--- src/rtl/ram_arb_pkg.sv ---
// ram_arb_pkg: shared types and constants for the RAM access arbiter.
//   state_e : arbiter operating phase (BOOT -> RUN -> HALT).
//   tag_e   : owner of a read slot in the return pipeline.
//   HALT_OPCODE : terminator word; ends boot when loaded, halts the CPU when fetched.
package ram_arb_pkg;

  localparam logic [7:0] HALT_OPCODE = 8'hFF;

  typedef enum logic [1:0] {
    BOOT = 2'd0,
    RUN  = 2'd1,
    HALT = 2'd2
  } state_e;

  typedef enum logic [1:0] {
    TAG_NONE = 2'd0,
    TAG_IF   = 2'd1,
    TAG_DM   = 2'd2
  } tag_e;

endpackage

--- src/rtl/ram_arb_pick.sv ---
// ram_arb_pick: two-requester grant picker (instruction fetch vs data access).
// Optional feature macro: RAM_ARB_RR_EN
//   defined   : conflicts resolve round-robin; the pointer moves to the winner
//               only on a contended grant; after reset Dm wins the first conflict.
//   undefined : fixed priority, Dm always beats If (pure combinational).
// Ports:
//   i_clk, i_rst_n : clock / async active-low reset (round-robin build only)
//   i_en           : grants allowed this cycle
//   i_if_req       : fetch request
//   i_dm_req       : data request
//   o_if_gnt       : fetch granted (combinational)
//   o_dm_gnt       : data granted (combinational)
module ram_arb_pick (
`ifdef RAM_ARB_RR_EN
  input  logic i_clk,
  input  logic i_rst_n,
`endif
  input  logic i_en,
  input  logic i_if_req,
  input  logic i_dm_req,
  output logic o_if_gnt,
  output logic o_dm_gnt
);

`ifdef RAM_ARB_RR_EN
  // 1 = If won the last conflict, so Dm is favoured next time.
  logic r_if_last;
  logic w_if_wins;

  assign w_if_wins = i_if_req & (~i_dm_req | ~r_if_last);
  assign o_if_gnt  = i_en & w_if_wins;
  assign o_dm_gnt  = i_en & i_dm_req & ~w_if_wins;

  always_ff @(posedge i_clk or negedge i_rst_n) begin
    if (!i_rst_n) begin
      r_if_last <= 1'b1;
    end else if (i_en && i_if_req && i_dm_req) begin
      r_if_last <= w_if_wins;
    end
  end
`else
  assign o_dm_gnt = i_en & i_dm_req;
  assign o_if_gnt = i_en & i_if_req & ~i_dm_req;
`endif

endmodule

--- src/rtl/ram_access_arbiter.sv ---
// ram_access_arbiter: owner of the single port of the program/data RAM.
// Boot phase gives the loader exclusive write access until a HALT_OPCODE word
// or the last address is written; the port is then shared between CPU fetch
// (If) and data access (Dm); fetching HALT_OPCODE stops the CPU until reset.
// Optional feature macro: RAM_ARB_RR_EN (round-robin If/Dm conflicts,
// otherwise Dm has fixed priority).
//
// Handshake: a requester raises Req with Addr/Data and holds them stable until
// the cycle Gnt is high; Gnt is combinational from Req and state and means the
// access is taken at the next rising edge. Read data comes back exactly two
// cycles after the grant cycle as a one-cycle Valid pulse with its data.
//
// Ports:
//   Clock, Reset_n            : clock, async active-low reset
//   LdReq/LdAddr/LdData/LdGnt : loader write channel (BOOT only)
//   IfReq/IfAddr/IfGnt        : fetch request; IfData/IfValid fetch return
//   DmReq/DmWe/DmAddr/DmWData/DmGnt : data request; DmRData/DmValid read return
//   RamAddr/RamD/RamWe        : registered RAM port controls
//   RamQ                      : synchronous RAM read data (1 cycle after RamAddr)
//   BootDone                  : program loaded (sticky until reset)
//   CpuRun                    : CPU may execute
//   DbgState                  : current arbiter phase (state_e encoding)
module ram_access_arbiter #(
  parameter int              AW          = 5,
  parameter int              DW          = 8,
  parameter logic [DW-1:0]   HALT_OPCODE = DW'(ram_arb_pkg::HALT_OPCODE)
) (
  input  logic          Clock,
  input  logic          Reset_n,
  input  logic          LdReq,
  input  logic [AW-1:0] LdAddr,
  input  logic [DW-1:0] LdData,
  output logic          LdGnt,
  input  logic          IfReq,
  input  logic [AW-1:0] IfAddr,
  output logic          IfGnt,
  output logic [DW-1:0] IfData,
  output logic          IfValid,
  input  logic          DmReq,
  input  logic          DmWe,
  input  logic [AW-1:0] DmAddr,
  input  logic [DW-1:0] DmWData,
  output logic          DmGnt,
  output logic [DW-1:0] DmRData,
  output logic          DmValid,
  output logic [AW-1:0] RamAddr,
  output logic [DW-1:0] RamD,
  output logic          RamWe,
  input  logic [DW-1:0] RamQ,
  output logic          BootDone,
  output logic          CpuRun,
  output logic [1:0]    DbgState
);

  import ram_arb_pkg::*;

  state_e        r_state;
  logic          r_boot_done;
  logic          r_cpu_run;
  logic [AW-1:0] r_ram_addr;
  logic [DW-1:0] r_ram_d;
  logic          r_ram_we;
  // Read-tag pipeline: r_tag1 = access on the RAM port now, r_tag2 = data on RamQ now.
  tag_e          r_tag1;
  tag_e          r_tag2;

  logic          w_ld_gnt;
  logic          w_if_gnt;
  logic          w_dm_gnt;
  logic          w_run;
  logic          w_if_valid;
  logic          w_dm_valid;
  logic          w_boot_last;

  assign w_run    = (r_state == RUN);
  assign w_ld_gnt = (r_state == BOOT) & LdReq;

  ram_arb_pick u_pick (
`ifdef RAM_ARB_RR_EN
    .i_clk    (Clock),
    .i_rst_n  (Reset_n),
`endif
    .i_en     (w_run),
    .i_if_req (IfReq),
    .i_dm_req (DmReq),
    .o_if_gnt (w_if_gnt),
    .o_dm_gnt (w_dm_gnt)
  );

  // The terminating loader write still goes to the RAM; the phase change follows it.
  assign w_boot_last = (LdData == HALT_OPCODE) || (LdAddr == {AW{1'b1}});

  assign w_if_valid = (r_tag2 == TAG_IF);
  assign w_dm_valid = (r_tag2 == TAG_DM);

  // Phase FSM with registered status outputs.
  always_ff @(posedge Clock or negedge Reset_n) begin
    if (!Reset_n) begin
      r_state     <= BOOT;
      r_boot_done <= 1'b0;
      r_cpu_run   <= 1'b0;
    end else begin
      case (r_state)
        BOOT: begin
          if (w_ld_gnt && w_boot_last) begin
            r_state     <= RUN;
            r_boot_done <= 1'b1;
            r_cpu_run   <= 1'b1;
          end
        end
        RUN: begin
          if (w_if_valid && (RamQ == HALT_OPCODE)) begin
            r_state   <= HALT;
            r_cpu_run <= 1'b0;
          end
        end
        HALT: begin
          r_state <= HALT;
        end
        default: begin
          r_state     <= BOOT;
          r_boot_done <= 1'b0;
          r_cpu_run   <= 1'b0;
        end
      endcase
    end
  end

  // RAM port registers and read-tag pipeline. Address and write data hold on
  // idle cycles; write data only changes on writes.
  always_ff @(posedge Clock or negedge Reset_n) begin
    if (!Reset_n) begin
      r_ram_addr <= '0;
      r_ram_d    <= '0;
      r_ram_we   <= 1'b0;
      r_tag1     <= TAG_NONE;
      r_tag2     <= TAG_NONE;
    end else begin
      r_ram_we <= 1'b0;
      if (w_ld_gnt) begin
        r_ram_addr <= LdAddr;
        r_ram_d    <= LdData;
        r_ram_we   <= 1'b1;
      end else if (w_if_gnt) begin
        r_ram_addr <= IfAddr;
      end else if (w_dm_gnt) begin
        r_ram_addr <= DmAddr;
        if (DmWe) begin
          r_ram_d  <= DmWData;
          r_ram_we <= 1'b1;
        end
      end

      if (w_if_gnt) begin
        r_tag1 <= TAG_IF;
      end else if (w_dm_gnt && !DmWe) begin
        r_tag1 <= TAG_DM;
      end else begin
        r_tag1 <= TAG_NONE;
      end
      r_tag2 <= r_tag1;
    end
  end

  assign LdGnt    = w_ld_gnt;
  assign IfGnt    = w_if_gnt;
  assign DmGnt    = w_dm_gnt;
  // Return data is gated so the buses read 0 whenever nothing is returned.
  assign IfValid  = w_if_valid;
  assign IfData   = w_if_valid ? RamQ : '0;
  assign DmValid  = w_dm_valid;
  assign DmRData  = w_dm_valid ? RamQ : '0;
  assign RamAddr  = r_ram_addr;
  assign RamD     = r_ram_d;
  assign RamWe    = r_ram_we;
  assign BootDone = r_boot_done;
  assign CpuRun   = r_cpu_run;
  assign DbgState = r_state;

endmodule
--- config.mk ---
export PLATFORM = sky130hd
export DESIGN_NAME = ram_access_arbiter
export DESIGN_NICKNAME = d
export VERILOG_FILES = /design/src/rtl/ram_arb_pkg.sv /design/src/rtl/ram_arb_pick.sv /design/src/rtl/ram_access_arbiter.sv
export SDC_FILE = /design/constraint.sdc
export NUM_CORES = 1
export LEC_CHECK = 0
export ABC_AREA = 1
export BUFFER_PORTS_ARGS = -buffer_cell sky130_fd_sc_hd__buf_4
export CORE_ASPECT_RATIO = 0.7
export CORE_UTILIZATION = 30
export DETAILED_ROUTE_END_ITERATION = 16
export SKIP_CTS_REPAIR_TIMING = 1
export SLEW_MARGIN = 20
export SYNTH_ARGS = -nofsm -noshare
export SYNTH_HDL_FRONTEND = slang
export SYNTH_SLANG_ARGS = --single-unit
--- constraint.sdc ---
create_clock -name Clock -period 1.8 [get_ports Clock]
set_clock_uncertainty 0.15 [all_clocks]
set_input_delay 0.18 -clock Clock [delete_from_list [all_inputs] [get_ports Clock]]
set_output_delay 0.18 -clock Clock [all_outputs]
set_load 0.005 [all_outputs]
==> results.md, run 1 <==
* Nets at 318
* Max-slew headroom at roughly three quarters
* Root buffer cell: clkbuf_8
* WL/cell at 10.92 µm
* Hold slack at 0.03762 ns
* DP Worst Slack at around 0.038 ns
* # diodes at 0
* Worst setup SP type: flip-flop
* Width of the die at around 80 µm
* Crit end category: primary output
* Worst hold path type: input pin to flip-flop
* Final number of setup-violating endpoints at 0
* Worst R2R Path Depth at 8
* CP cell instances: buf_4 -> ha_2 -> nand2_2 -> nor2_2 -> buf_4 -> buf_4
* Synth unique cells at 19
* PortBufs at 83
* CP Class: flip-flop to primary output
* DRC viols at 0
* Worst skew pair latency at between 0.2 and 0.3 ns
* Non-filler cells, final at 320
* Iteration-0 DRC Markers at 45
* Initial core utilization at 31.83%
* Worst hold start: IfAddr[0]
* Initial antenna violation count at 0
* Reg2reg start: DbgState[0]
* WHS Path Cells at 3
* Ys Warns at 0
* R2R Setup Slk at 0.09 ns
* Drt first pass iters at 4
* Vias in the first global route at 1228
* Syn_area_per_cell at ~7.2 µm²
* Primary FF master, synth: dfrtp_1
* Ys async rst share at 100.0%
* Setup TNS at 0 ns
* CP Max Fanout at 3
* Reg-to-reg endpoint: RamAddr[4]
* Dpl hpwl at 2902 µm
* Fillers at 412
* Max incr delay on CP at 0.40 ns
* Power Total at 0.9519 mW
* Die area at 4480 µm²
* Worst slew pin tran at 0.3490 ns
* Top Ports at 84
* Final WS setup at between 0.05 and 0.06 ns
* Total GRT Usage at ~16%
* Hold worst-path end: RamAddr[0]
* Vias per std cell at 4.416
* Layout cells sized above 1 at 41.79%
* Post-synth EDFFs at 0
* Post-synthesis cell count at 175
* Worst vdd ir at 0.2916 mV
* Final period util at 96.79%
* Worst path arrival time at 1.41 ns
* Leak at 1.179 nW
* Largest net degree at the start of global routing at 23
* Total wire length at approximately 3500 µm
* Final Hold Fails at 0
* Pwr dens at 459.1 nW/µm²
* Critical path depth at 6
* Global-route wire length before repair at approximately 5400 µm
* DR vias at 1413
* Clock sinks at 22
* Layout area overhead at 64.06%
* CORE AREA at 3970 µm²
* Max-slew violation count at 0
* Cts bufs inserted at 3
* FMAX at 0.5740 GHz
* Routability congestion estimate from global placement at 0.8420
* Rows at 19
* Crit-path most repeated cell: buf_4
* Cells after DPL at 314
* CP max stage cell: dfrtp_1
* Total congestion overflow at 0
* Cell accounting for the most synthesized area: dfrtp_1
* Bufs on Longest Clock Path at 2
* Cell with the most instances after synthesis: nand2_1
* Max_cap viols at 0
* Commonest cells in the netlist: 51 x nand2_1, 40 x nor2_1, 22 x dfrtp_1, 21 x inv_1, 11 x a31oi_1
* Worst-path clk slew at around 0.080 ns
* Detail Route Antenna Nets at 0
* Post-Syn Area at 1264 µm²
* Top post-synthesis cells by area: dfrtp_1 44%, nand2_1 15%, nor2_1 12%
* RSZ-0062 raised after global routing: true
* Status: finished clean
* Post-synth top area share at between 40% and 50%
* Delay-heaviest family, CP: buffers and inverters
* CP required at 1.47 ns
* #FFs+latches synth at 22
* Min cycle time layout at 1.742 ns
* H-tree Lvls at 1
* CP Buf/Inv Count at 3
* Die Y at about 56 µm
* CTS tree: done
* Seq/Total Area, Yosys at 43.56%
* Syn_nets at 224
==> layer usage <==
| layer | wire [µm] | vias up | global-route usage, % |
|---|---|---|---|
| li1 | - | 724 | - |
| met1 | 1639 | 619 | 21.52 |
| met2 | 1397 | 68 | 22.59 |
| met3 | 446 | 2 | 6.667 |
| met4 | 12 | 0 | 3.117 |
| met5 | 0 | - | 0 |
==> sequential cells by signal (all words and copies together), names as in the netlist <==
signal    count
RamWe         1
RamD          8
BootDone      1
r_tag1        2
CpuRun        1
r_tag2        2
RamAddr       5
DbgState      2
==> placed cells by master (no fill, tap or decap), types with 3 or more instances in the layout <==
cell / instances
buf_4: 89
nand2_1: 50
nor2_1: 39
dfrtp_1: 22
inv_1: 19
a31oi_1: 11
nand3_1: 7
nand2_2: 4
clkbuf_8: 4
inv_2: 3
o21ai_0: 3
==> final cells by class <==
| type | instances | area (µm²) | area share, % |
|---|---|---|---|
| inverters | 23 | 88.84 | 4.285 |
| well taps | 52 | 65.06 | 3.138 |
| flip-flops and latches | 22 | 550.5 | 26.55 |
| clock buffers | 4 | 55.05 | 2.655 |
| repair buffers | 92 | 699.4 | 33.74 |
| multi-input cells | 127 | 614.3 | 29.63 |
==> cells by family (layout without fill, tap and decap cells) <==
| logic type | after synthesis | after routing | synth area share [%] |
|---|---|---|---|
| simple gates | 108 | 108 | 36.14 |
| buf+inv | 26 | 119 | 9.010 |
| compound gates | 15 | 15 | 7.327 |
| flops | 22 | 22 | 43.56 |
| fa+ha+maj | 4 | 4 | 3.961 |
==> through the flow <==
stage | util (%) | instance area, µm²
3_3_place_gp | 49.80 | 1977
4_1_cts | 51.18 | 2032
3_5_place_dp | 49.80 | 1977
5_1_grt | 52.22 | 2073
2_1_floorplan | - | 1264
6_report | 52.22 | 2073
==> worst max-delay path by stage <==
stage | from | to | slack, ns
6_report | DbgState[0] | IfGnt | 0.06
5_1_grt | DbgState[0] | RamAddr[1] | -0.04
4_1_cts | DbgState[1] | LdGnt | -0.1
3_5_place_dp | DbgState[0] | RamAddr[4] | 0.04
3_3_place_gp | DbgState[0] | RamAddr[3] | 0.11
2_1_floorplan | DbgState[0] | DbgState[1] | 0.15
==> tightest hold or removal path, stage by stage <==
cell and delay (ns):
buf_4 0.11, nand2_1 0.05, a31oi_1 0.07
==> power breakdown <==
part	internal, mW	switching [mW]
clock	0.195	0.148
sequential	0.494	0
combinational	0.0709	0.0441
(Power assumes the default switching activity.)
==> run 2, diff against run 1 <==
GPL_TIMING_DRIVEN = 0   (was not set)
==> run 2 against run 1 <==
Net effect:
- critical path depth is the same
- final cell count grew 0.63%
- core utilization grew 2.6 points
==> results.md, run 2 (synthesis gave the netlist of run 1 again) <==
* Worst hold path type: input pin to flip-flop
* Total GRT Usage at 16.30%
* Final Hold Fails at 0
* Dpl hpwl at 2869 µm
* Max-slew violation count at 0
* Total wire length at about 3700 µm
* Top Ports at between 80 and 90
* R2R Setup Slk at 0.11 ns
* Max-slew headroom at 80.45%
* Worst setup SP type: flip-flop
* Critical path depth at 6
* FMAX at 0.5767 GHz
* Power Total at 1.089 mW
* DRC viols at 0
* CP Buf/Inv Count at 4
* Worst path arrival time at 1.40 ns
* CP cell instances: inv_4 -> ha_4 -> nand2_4 -> inv_4 -> buf_8 -> buf_4
* CP max stage cell: dfrtp_2
* Layout area overhead at 72.38%
* Max reg flops at 8
* Commonest non-fill, non-tap cell in the layout: buf_4
* Final instance area at 2178 µm²
* DR vias at 1400
* Iteration-0 DRC Markers at 56
* PortBufs at 83
* Vias in the first global route at 1243
* Vias per std cell at 4.348
* CORE AREA at 3970 µm²
* Status: finished clean
* Delay-heaviest family, CP: flip-flops
* CP Class: flip-flop to primary output
* Width of the die at 79.58 µm
* Worst-path clk slew at 0.09 ns
* Reg-to-reg endpoint: DbgState[1]
* Bufs on Longest Clock Path at 2
* Layout cells sized above 1 at 42.59%
* Total congestion overflow at 0
* Pwr dens at between 400 and 500 nW/µm²
* Critical path origin: DbgState[0]
* Cts bufs inserted at 3
* Max incr delay on CP at 0.47 ns
* Crit-path most repeated cell: inv_4
* CP Max Fanout at 10
* Most frequent cells in the layout: 88 x buf_4, 50 x nand2_1, 39 x nor2_1
* Die Y at 56.30 µm
* Max_cap viols at 0
* CP required at approximately 1.5 ns
* Detail Route Antenna Nets at 0
* Drt first pass iters at 4
* CTS tree: done
* Clock sinks at 22
* Crit end category: primary output
* Rows at 19
* Final number of setup-violating endpoints at 0
* Worst skew pair latency at 0.27 ns
* Largest net degree at the start of global routing at 23
* Global-route wire length before repair at roughly 5700 µm
* Worst R2R Path Depth at 10
* Worst vdd ir at 0.3514 mV
* Root buffer cell: clkbuf_8
* Area after DPL at 1952 µm²
* # diodes at 0
* Nets at 320
* Leak at ~1.2 nW
* Min cycle time layout at ~1.7 ns
* Routability congestion estimate from global placement at between 0.7 and 0.8
* Final period util at 96.34%
* Reg2reg start: DbgState[0]
* Worst slew pin tran at 0.2933 ns
* Die area at between 4000 and 5000 µm²
* Initial antenna violation count at 0
* WL/cell at ~11 µm
* H-tree Lvls at 1
* Initial core utilization at a little under a third
* Critical Path End: LdGnt
run 2: changes by cell type in the layout (fill, tap and decap cells not counted), moves of 2 or more:
cell,change
buf_8,+2
ha_4,+2
dfrtp_1,-2
ha_2,-2
inv_4,+2
nor2_4,+2
inv_2,-2
nor2_2,-2
dfrtp_2,+2
run 2: worst min-delay path, cell delays in order:
cell and delay, ns:
buf_4 0.11, nand2_1 0.05, a31oi_1 0.07
run 2: through the flow:
stage / hold slack (ns) / setup TNS (ns) / setup WS (ns) / instances / util, %
after global routing: 0.02426 / -0.01922 / -0.01212 / 322 / 54.87
final: 0.02270 / 0 / 0.06585 / 322 / 54.87
after global placement: -0.05820 / -0.003817 / -0.003817 / 310 / 49.16
after CTS: -0.3508 / -0.6315 / -0.2416 / 314 / 50.96
after detailed placement: -0.05642 / -0.1739 / -0.05055 / 310 / 49.16
after floorplan: -0.2656 / 0 / 0.1509 / 175 / -
run 2: area by class of cell:
type,instances,area (µm²)
plain buffers,3,41.29
inverters,23,93.84
well taps,52,65.06
fillers,392,1792
clock inverters,1,30.03
clock buffers,3,41.29
flip-flops and latches,22,553.0
multi-input cells,127,663.1
repair buffers,91,690.7
run 2: worst min path at each step:
stage	start	end	depth (start not counted)
finish	DmWData[6]	RamD[6]	3
CTS	Reset_n	RamWe	1
global route	DmWData[6]	RamD[6]	3
detailed placement	Reset_n	RamWe	1
floorplan	Reset_n	BootDone	0
global placement	Reset_n	RamWe	1
run 2: power by group:
part           switching [mW]  total [mW]  internal (mW)
combinational          0.0464       0.119         0.0724
clock                   0.179       0.477          0.297
sequential                  0       0.494          0.494
total                   0.226        1.09          0.863
run 2: metal layers:
metal	share of wire [%]	global-route usage [%]	vias to the layer above
met5	0	0	-
li1	-	-	729
met3	10	5.528	2
met2	42	23.20	61
met1	48	24.18	608
met4	0.44	2.338	0
